===== config.mk =====
export PLATFORM = sky130hd
export DESIGN_NAME = alu_serial_addsub
export DESIGN_NICKNAME = d
export VERILOG_FILES = /design/src/rtl/alu_pkg.sv /design/src/rtl/cla_4bit.sv /design/src/rtl/alu_serial_addsub.sv
export SDC_FILE = /design/constraint.sdc
export NUM_CORES = 1
export LEC_CHECK = 0
export ABC_AREA = 1
export BUFFER_PORTS_ARGS = -buffer_cell sky130_fd_sc_hd__buf_2
export CAP_MARGIN = 20
export CORE_ASPECT_RATIO = 1.1
export CORE_MARGIN = 4
export CORE_UTILIZATION = 58
export CTS_CLUSTER_SIZE = 14
export DETAILED_ROUTE_END_ITERATION = 16
export GPL_ROUTABILITY_DRIVEN = 0
export PLACE_DENSITY = 0.93
export REMOVE_ABC_BUFFERS = 1
export SLEW_MARGIN = 10
export SYNTH_ARGS = -nofsm -noshare
export SYNTH_HDL_FRONTEND = slang
export SYNTH_SLANG_ARGS = --single-unit
export TNS_END_PERCENT = 100

===== constraint.sdc =====
create_clock -name i_clk -period 3.7 [get_ports i_clk]
set_clock_uncertainty 0.1 [all_clocks]
set_input_delay 0.37 -clock i_clk [delete_from_list [all_inputs] [get_ports i_clk]]
set_output_delay 0.37 -clock i_clk [all_outputs]
set_load 0.05 [all_outputs]

===== src/rtl/alu_pkg.sv =====
// Shared definitions for the serial add/subtract ALU: FSM state encoding and
// the datapath slice width processed per RUN cycle.
package alu_pkg;

  // Width of one datapath slice; the serial ALU consumes one nibble per cycle.
  localparam int NIBBLE_W = 4;

  // Control FSM states of the serial ALU.
  typedef enum logic [1:0] {
    ST_IDLE = 2'd0,
    ST_RUN  = 2'd1,
    ST_DONE = 2'd2
  } state_e;

endpackage


===== src/rtl/cla_4bit.sv =====
// 4-bit carry-lookahead adder: the nibble datapath of the serial ALU.
// Carries are written as fully expanded generate/propagate terms so no carry
// ripples through the slice.
module cla_4bit
  import alu_pkg::*;
(
  input  logic [NIBBLE_W-1:0] i_a,
  input  logic [NIBBLE_W-1:0] i_b,
  input  logic                i_c,
  output logic [NIBBLE_W-1:0] o_sum,
  output logic                o_c
);

  logic [3:0] g_s;
  logic [3:0] p_s;
  logic [4:0] c_s;

  // Generate/propagate terms, lookahead carries and the nibble sum.
  always_comb begin
    g_s    = i_a & i_b;
    p_s    = i_a ^ i_b;
    c_s[0] = i_c;
    c_s[1] = g_s[0] | (p_s[0] & i_c);
    c_s[2] = g_s[1] | (p_s[1] & g_s[0]) | (p_s[1] & p_s[0] & i_c);
    c_s[3] = g_s[2] | (p_s[2] & g_s[1]) | (p_s[2] & p_s[1] & g_s[0])
           | (p_s[2] & p_s[1] & p_s[0] & i_c);
    c_s[4] = g_s[3] | (p_s[3] & g_s[2]) | (p_s[3] & p_s[2] & g_s[1])
           | (p_s[3] & p_s[2] & p_s[1] & g_s[0])
           | (p_s[3] & p_s[2] & p_s[1] & p_s[0] & i_c);
    o_sum  = p_s ^ c_s[3:0];
    o_c    = c_s[4];
  end

endmodule


===== src/rtl/alu_serial_addsub.sv =====
// Nibble-serial adder/subtractor with valid/ready handshakes on both sides.
// A request accepted in IDLE is processed one nibble per cycle (LSB first)
// through a single cla_4bit; the result is held in DONE until writeback takes
// it. Subtraction is A + ~B + 1 (carry register preset to 1).
// Optional build macro: ALU_SERIAL_FLAGS_EN enables the signed-overflow and
// zero flags; without it both flags are tied low and the MSB capture flops
// are not built.
module alu_serial_addsub
  import alu_pkg::*;
#(
  parameter int XLEN = 32
) (
  input  logic            i_clk,
  input  logic            i_rst_n,
  input  logic            i_valid,
  output logic            o_ready,
  input  logic [XLEN-1:0] i_a,
  input  logic [XLEN-1:0] i_b,
  input  logic            i_sub,
  output logic            o_valid,
  input  logic            i_ready,
  output logic [XLEN-1:0] o_result,
  output logic            o_carry,
  output logic            o_overflow,
  output logic            o_zero
);

  localparam int NIB_CNT = XLEN / NIBBLE_W;
  localparam int CNT_W   = $clog2(NIB_CNT);
  localparam logic [CNT_W-1:0] CNT_LAST = CNT_W'(NIB_CNT - 1);

  state_e            state_q, state_d;
  logic [XLEN-1:0]   a_q, a_d;
  logic [XLEN-1:0]   b_q, b_d;
  logic [XLEN-1:0]   res_q, res_d;
  logic              carry_q, carry_d;
  logic [CNT_W-1:0]  cnt_q, cnt_d;

  logic [NIBBLE_W-1:0] nib_sum_s;
  logic                nib_co_s;
  logic                last_nib_s;

  assign last_nib_s = (cnt_q == CNT_LAST);

  cla_4bit u_cla (
    .i_a   (a_q[NIBBLE_W-1:0]),
    .i_b   (b_q[NIBBLE_W-1:0]),
    .i_c   (carry_q),
    .o_sum (nib_sum_s),
    .o_c   (nib_co_s)
  );

  // State register.
  always_ff @(posedge i_clk or negedge i_rst_n) begin
    if (!i_rst_n) begin
      state_q <= ST_IDLE;
    end else begin
      state_q <= state_d;
    end
  end

  // Next-state logic: accept in IDLE, count nibbles in RUN, handshake out of DONE.
  always_comb begin
    state_d = state_q;
    case (state_q)
      ST_IDLE: begin
        if (i_valid) state_d = ST_RUN;
        else         state_d = ST_IDLE;
      end
      ST_RUN: begin
        if (last_nib_s) state_d = ST_DONE;
        else            state_d = ST_RUN;
      end
      ST_DONE: begin
        if (i_ready) state_d = ST_IDLE;
        else         state_d = ST_DONE;
      end
      default: state_d = ST_IDLE;
    endcase
  end

  // Output decode: handshake flags depend only on the registered state.
  always_comb begin
    o_ready = 1'b0;
    o_valid = 1'b0;
    case (state_q)
      ST_IDLE: o_ready = 1'b1;
      ST_RUN:  o_ready = 1'b0;
      ST_DONE: o_valid = 1'b1;
      default: begin
        o_ready = 1'b0;
        o_valid = 1'b0;
      end
    endcase
  end

  // Datapath next values: load operands on accept, shift one nibble per RUN cycle.
  always_comb begin
    a_d     = a_q;
    b_d     = b_q;
    res_d   = res_q;
    carry_d = carry_q;
    cnt_d   = cnt_q;
    case (state_q)
      ST_IDLE: begin
        if (i_valid) begin
          a_d     = i_a;
          b_d     = i_sub ? ~i_b : i_b;
          carry_d = i_sub;
          cnt_d   = '0;
        end else begin
          a_d     = a_q;
        end
      end
      ST_RUN: begin
        a_d     = {{NIBBLE_W{1'b0}}, a_q[XLEN-1:NIBBLE_W]};
        b_d     = {{NIBBLE_W{1'b0}}, b_q[XLEN-1:NIBBLE_W]};
        res_d   = {nib_sum_s, res_q[XLEN-1:NIBBLE_W]};
        carry_d = nib_co_s;
        // Counter saturates on the last nibble; the FSM leaves RUN there.
        if (last_nib_s) cnt_d = cnt_q;
        else            cnt_d = cnt_q + CNT_W'(1);
      end
      ST_DONE: begin
        res_d = res_q;
      end
      default: begin
        res_d = res_q;
      end
    endcase
  end

  // Datapath registers; reset clears everything so no stale result survives.
  always_ff @(posedge i_clk or negedge i_rst_n) begin
    if (!i_rst_n) begin
      a_q     <= '0;
      b_q     <= '0;
      res_q   <= '0;
      carry_q <= 1'b0;
      cnt_q   <= '0;
    end else begin
      a_q     <= a_d;
      b_q     <= b_d;
      res_q   <= res_d;
      carry_q <= carry_d;
      cnt_q   <= cnt_d;
    end
  end

  assign o_result = res_q;
  assign o_carry  = carry_q;

`ifdef ALU_SERIAL_FLAGS_EN
  logic a_msb_q, a_msb_d;
  logic b_msb_q, b_msb_d;
  logic ovf_q, ovf_d;
  logic zero_q, zero_d;

  // Flag next values: capture operand MSBs on accept, resolve flags on the last nibble.
  always_comb begin
    a_msb_d = a_msb_q;
    b_msb_d = b_msb_q;
    ovf_d   = ovf_q;
    zero_d  = zero_q;
    case (state_q)
      ST_IDLE: begin
        if (i_valid) begin
          a_msb_d = i_a[XLEN-1];
          b_msb_d = i_sub ? ~i_b[XLEN-1] : i_b[XLEN-1];
          ovf_d   = 1'b0;
          zero_d  = 1'b0;
        end else begin
          a_msb_d = a_msb_q;
        end
      end
      ST_RUN: begin
        if (last_nib_s) begin
          // The last nibble's top bit is the result MSB.
          ovf_d  = (a_msb_q == b_msb_q) && (nib_sum_s[NIBBLE_W-1] != a_msb_q);
          zero_d = (res_d == '0);
        end else begin
          ovf_d  = ovf_q;
        end
      end
      ST_DONE: ovf_d = ovf_q;
      default: ovf_d = ovf_q;
    endcase
  end

  // Flag registers.
  always_ff @(posedge i_clk or negedge i_rst_n) begin
    if (!i_rst_n) begin
      a_msb_q <= 1'b0;
      b_msb_q <= 1'b0;
      ovf_q   <= 1'b0;
      zero_q  <= 1'b0;
    end else begin
      a_msb_q <= a_msb_d;
      b_msb_q <= b_msb_d;
      ovf_q   <= ovf_d;
      zero_q  <= zero_d;
    end
  end

  assign o_overflow = ovf_q;
  assign o_zero     = zero_q;
`else
  assign o_overflow = 1'b0;
  assign o_zero     = 1'b0;
`endif

endmodule


# ---- Word-level counts from Yosys, hierarchy flattened
# Cells that the tools add are included.
dict set report word_totals {
  latch_bits 0
  word_cells 62
  register_bits 102
  mem_count 0
  ramBits 0
  romBits 0
  inputBits 69
  out_inout_bits 37
}
dict set report classes {
  multipliers 0
  n_eq_ne 5
  n_bitwise 30
  reduce_logical 4
  add_sub_neg 1
  shifts 0
  n_mux 16
  n_div 0
  order_cmp 0
}
# operator count
set ops {}
lappend ops {{32-bit one-hot mux with 2 select lines} 2}
lappend ops {{32-bit two-way mux} 3}
lappend ops {{32-bit inverter} 1}
lappend ops {{1-bit bitwise AND} 16}
lappend ops {{1-bit OR} 10}
lappend ops {{4-bit bitwise XOR} 2}
lappend ops {{3-bit two-way mux} 2}
lappend ops {{2-bit one-hot mux with 3 select lines} 1}
lappend ops {{3-bit one-hot mux with 2 select lines} 1}
lappend ops {{4-bit bitwise AND} 1}
lappend ops {{1-bit two-way mux} 4}
lappend ops {{2-bit two-way mux} 2}
lappend ops {{2-bit inequality test, second input constant} 2}
lappend ops {{3-bit by 1-bit adder with 3-bit output, second input constant} 1}
lappend ops {{3-bit equality test, second input constant} 1}
lappend ops {{3-bit AND reduction} 1}
lappend ops {{2-bit by 1-bit equality test with 1-bit output, second input constant} 1}
lappend ops {{2-bit equality test, second input constant} 1}
lappend ops {{2-bit zero test} 1}
lappend ops {{1-bit one-hot mux with 2 select lines} 1}
lappend ops {{2-bit AND reduction} 1}
lappend ops {{2-bit nonzero test} 1}

# ---- Depth between registers and ports, before layout
dict set report depth {
  ltp_word 7
  depth_mapped 8
}

# ---- Cells and area by module
# From an unflattened synthesis, not the netlist that was laid out.
dict set report hier_totals {
  cells_unflattened 691
  area_unflattened_um2 5111.2
}
# mod area_each_um2 cells_each n_inst seq_area_each_um2
set modules_own_cells {}
lappend modules_own_cells {alu_serial_addsub 4937.2 664 1 2552.4}
lappend modules_own_cells {cla_4bit 173.9 27 1 0.0}

# ---- Worst setup path after synthesis
# No wires, ideal clock.
dict set report synth_path {
  path_kind {register to register}
  from {register carry_q (netlist: o_carry)}
  to {register res_q[29] (netlist: o_result[29])}
  path_buffers 0
  path_stages_with_launch 5
  setup_slack_ns 2.069
  setup_ns 0.076
  synth_period_minus_slack_ns 1.631
  arrival_ns 1.455
  path_cell_list {dfrtp_1 inv_1 fa_1 xor2_1 o21ai_1}
}
dict set report synth_between {
  elab_chain_cells 3
}
# element line_no
set synth_lines {}
lappend synth_lines {{start: declaration} alu_serial_addsub.sv:36} ;# logic carry_q, carry_d;
lappend synth_lines {{start signal: assignment} alu_serial_addsub.sv:145} ;# carry_q <= carry_d;
lappend synth_lines {{1-bit bitwise AND} cla_4bit.sv:23} ;# c_s[1] = g_s[0] | (p_s[0] & i_c);
lappend synth_lines {{1-bit OR} cla_4bit.sv:23}
lappend synth_lines {{4-bit bitwise XOR} cla_4bit.sv:30} ;# o_sum = p_s ^ c_s[3:0];
lappend synth_lines {{end signal: assignment} alu_serial_addsub.sv:144} ;# res_q <= res_d;
lappend synth_lines {{end: declaration} alu_serial_addsub.sv:35} ;# logic [XLEN-1:0] res_q, res_d;
# No other way between the ends.
# A chain may end at the register's enable or synchronous reset.

# ---- Final worst setup path
dict set report layout_path {
  from {register state_q[0]}
  to {register b_q[17]}
}
dict set report layout_between {
  elab_chain_cells 3
}
# element line_no
set layout_lines {}
lappend layout_lines {{start: declaration} alu_serial_addsub.sv:32} ;# state_e state_q, state_d;
lappend layout_lines {{start signal: assignment} alu_serial_addsub.sv:58} ;# state_q <= state_d;
lappend layout_lines {{2-bit by 1-bit equality test with 1-bit output or 2-bit zero test (tied branches)} alu_serial_addsub.sv:104} ;# case (state_q)
lappend layout_lines {{2-bit nonzero test (no line) or 2-bit inequality test (tied branches)} -}
lappend layout_lines {{2-bit AND reduction (no line)} -}
lappend layout_lines {{end signal: assignment} alu_serial_addsub.sv:137} ;# b_q <= '0;
lappend layout_lines {{end signal: assignment} alu_serial_addsub.sv:143} ;# b_q <= b_d;
lappend layout_lines {{end: declaration} alu_serial_addsub.sv:34} ;# logic [XLEN-1:0] b_q, b_d;
# Several ways; a longest one is shown, not always the timed one.

==> flow_metrics.py <==
metrics = {
    "floorplan": {
        "start_util_pct": 60.16,
        "dieArea_um2": 9770,
        "die_w_um": 94.61,
        "coreArea_um2": 7955,
        "rows": 34,
        "ios": 106,
        "die_y_um": 103.3,
    },
    "clock_network": {
        "clk_latency_ns": 0.37,
        "cts-buffers-inserted": 9,
        "cts_tree": "built",
        "cts_sinks": 102,
        "clockBufferDepth": 2,
        "cts.clk_slew.worst_paths_ns": 0.08,
        "root_buffer": "clkbuf_8",
        "htreeDepth": 3,
    },
    "critical_path": {
        "worstPathRequired_ns": 3.85,
        "end_kind": "flip-flop",
        "critPathKind": "reg2reg",
        "path_max_fanout": 65,
        "cp.arrival_ns": 2.63,
        "crit_path_start_kind": "flip-flop",
    },
    "yosys": {
        "yosysTopAreaCell": "dfrtp_1",
        "synthTopCellsByArea": "dfrtp_1 (53%), nand2_1 (14%), o21ai_0 (6.0%)",
        "synth.top_cell.area_share_pct": 53.33,
        "syn_inst": 549,
        "synth.avg_cell_area_um2": 8.717,
        "yosys_warnings": 0,
        "yosys.cell_types.count": 27,
        "yosysSeqAreaShare_pct": 53.33,
        "ys_ff_latch": 102,
        "syn-cell-area_um2": 4786,
    },
    "global_routing": {
        "grt_max_degree": 66,
        "overflow": 0,
        "antenna_found_initial": 0,
        "grt_pass1_vias": 3877,
        "grt_pass1_wl_mm": 17.53,
        "grtUsageTotal_pct": 22.69,
    },
    "sta": {
        "setup_viol": 0,
        "rsz0062_at_grt": "false",
        "timing_hold_violations_final": 0,
        "relSlewSlack_pct": 31.74,
        "fin_crit_sh_pct": 67.03,
        "drv_slew": 0,
        "worstMarginPinSlew_ns": 1.022,
        "fmax_ghz": 0.4032,
        "fin_crit_ns": 2.480,
    },
    "routing": {
        "drtAntennaViolNets": 0,
        "post_drt_via_cell_ratio": 5.406,
        "num_vias": 4022,
        "wl_mm": 10.40,
        "route.detailed.drc": 0,
        "wl_per_cell_um": 13.98,
        "first_iter_violations": 374,
        "drtPass1Iterations": 5,
    },
    "status": {
        "status": "finished, final reports clean",
    },
    "layout": {
        "fillers": 633,
        "drive_gt1_share_pct": 19.81,
        "post-route-util_pct": 69.20,
        "regArea_um2": 2552,
        "areaGrowthSynthToFinish_pct": 15.03,
        "multiInputGateArea_um2": 1966,
        "diodes": 0,
        "finalNonFillerCells": 744,
        "nets": 709,
    },
    "pwr": {
        "p_leak_nw": 2.702,
        "p_per_area_nw_per_um2": 912.2,
        "peakVddDrop_uv": 463.6,
        "p_total_mw": 5.022,
    },
    "placement": {
        "placedCellCount": 729,
        "place_hpwl_mm": 6.923,
        "port_buffers": 103,
    },
    "hold_path": {
        "hold_class": "in2reg",
    },
    "job": {
        "maxCapViolations": 0,
    },
}
## synthesized netlist by cell type (all sizes together)
library cell	count
ha	6
o211ai	27
nand3	29
nor2	25
a21oi	2
clkbuf	15
o21ai	64
a32o	4
xnor2	31
o21bai	1
o22ai	3
o31ai	1
or2	1
inv	26
conb	1
nand2	184
xor2	2
nand4	2
dfrtp	102
fa	1
buf	22
## path summary, 6_finish.rpt
kind	slack, ns	cells after the start	end	start
setup / recovery	1.22	6	b_q[17]	state_q[0]
min in group asynchronous	0.27	2	o_result[0]	i_rst_n
hold / removal	0.11	2	state_q[1]	i_ready
max in group asynchronous	2.44	3	a_q[24]	i_rst_n
hold reg to reg	0.38	2	a_q[17]	a_q[17]
setup reg to reg	1.22	6	b_q[17]	state_q[0]
## cell type report
class,count,share of cell area (%)
Multi-Input combinational cell,385,35.70
Clock buffer,13,2.886
Tap cell,108,2.455
Timing Repair Buffer,109,10.27
Inverter,26,1.773
Sequential cell,102,46.36
Clock inverter,1,0.5455
## routing by layer
metal	GRT usage (%)	wire, um	vias to the layer above	share of wire [%]
met1	31.12	4485	1915	43
met5	0	0	-	0
met3	3.546	703	20	6.8
met4	8.435	187	0	1.8
li1	-	-	1942	-
met2	36.88	5026	145	48
## critical path, cell delays in order (launching register included)
cell      delay (ns)
dfrtp_1         0.47
inv_2           0.57
nor2_4          0.05
inv_2           0.76
nand2_1         0.18
o211ai_1        0.16
nand2_1         0.07
## timing repair
item / CTS / global route
hold buffers: 1 / 0
endpoints found under the hold margin: 7 / 0
gates resized for setup: 0 / 0
setup endpoints to repair: 0 / 0
buffers inserted: 0 / 0
## where the power goes
| group | switching (mW) | leakage, nW | internal [mW] |
|---|---|---|---|
| sequential | 0.296 | 1.28 | 1.63 |
| combinational | 1.70 | 1.32 | 0.704 |
| clock | 0.352 | 0.0956 | 0.344 |
| total | 2.35 | 2.70 | 2.67 |
## cells in the final DEF (no fill, tap or decap), types with 3 or more instances in the layout
master and instances:
a32o_1 4, xnor2_1 31, o22ai_1 3, nand2_1 184
o21ai_0 57, buf_2 102, dfrtp_1 102, inv_1 23
o21ai_1 6, nand3_1 29, buf_4 6, ha_1 6
inv_2 3, o211ai_1 27, clkbuf_8 11, nor2_1 24
## logic make-up (layout without fill, tap and decap cells)
kind of cell | Yosys count | after routing | synth area share (%)
XOR/XNOR | 33 | 33 | 6.039
adder cells (fa/ha/maj) | 7 | 7 | 1.987
other | 1 | 2 | 0.07836
AO/OA/AOI/OAI | 102 | 102 | 12.68
AND/OR/NAND/NOR | 241 | 241 | 19.97
flip-flops | 102 | 102 | 53.33
buffers and inverters | 63 | 149 | 5.908
## state kept, by name, summed over array words and instances, names as in the netlist
name and count:
b_q 32, a_q 32, state_q 2, o_result 32
cnt_q 3, o_carry 1
## per-stage QoR
step / hold slack (ns) / setup TNS (ns) / worst slack [ns] / area (um^2)
after CTS: 0.09875 / 0 / 1.234 / 5505
after floorplan: -0.02559 / -11.60 / -0.3959 / 4604
after detailed placement: 0.09423 / 0 / 1.295 / 5306
after global routing: 0.09927 / 0 / 0.9959 / 5505
final: 0.1058 / 0 / 1.220 / 5505
after global placement: 0.08932 / 0 / 1.397 / 5306
Note: power is estimated with default switching activity, not from simulation.
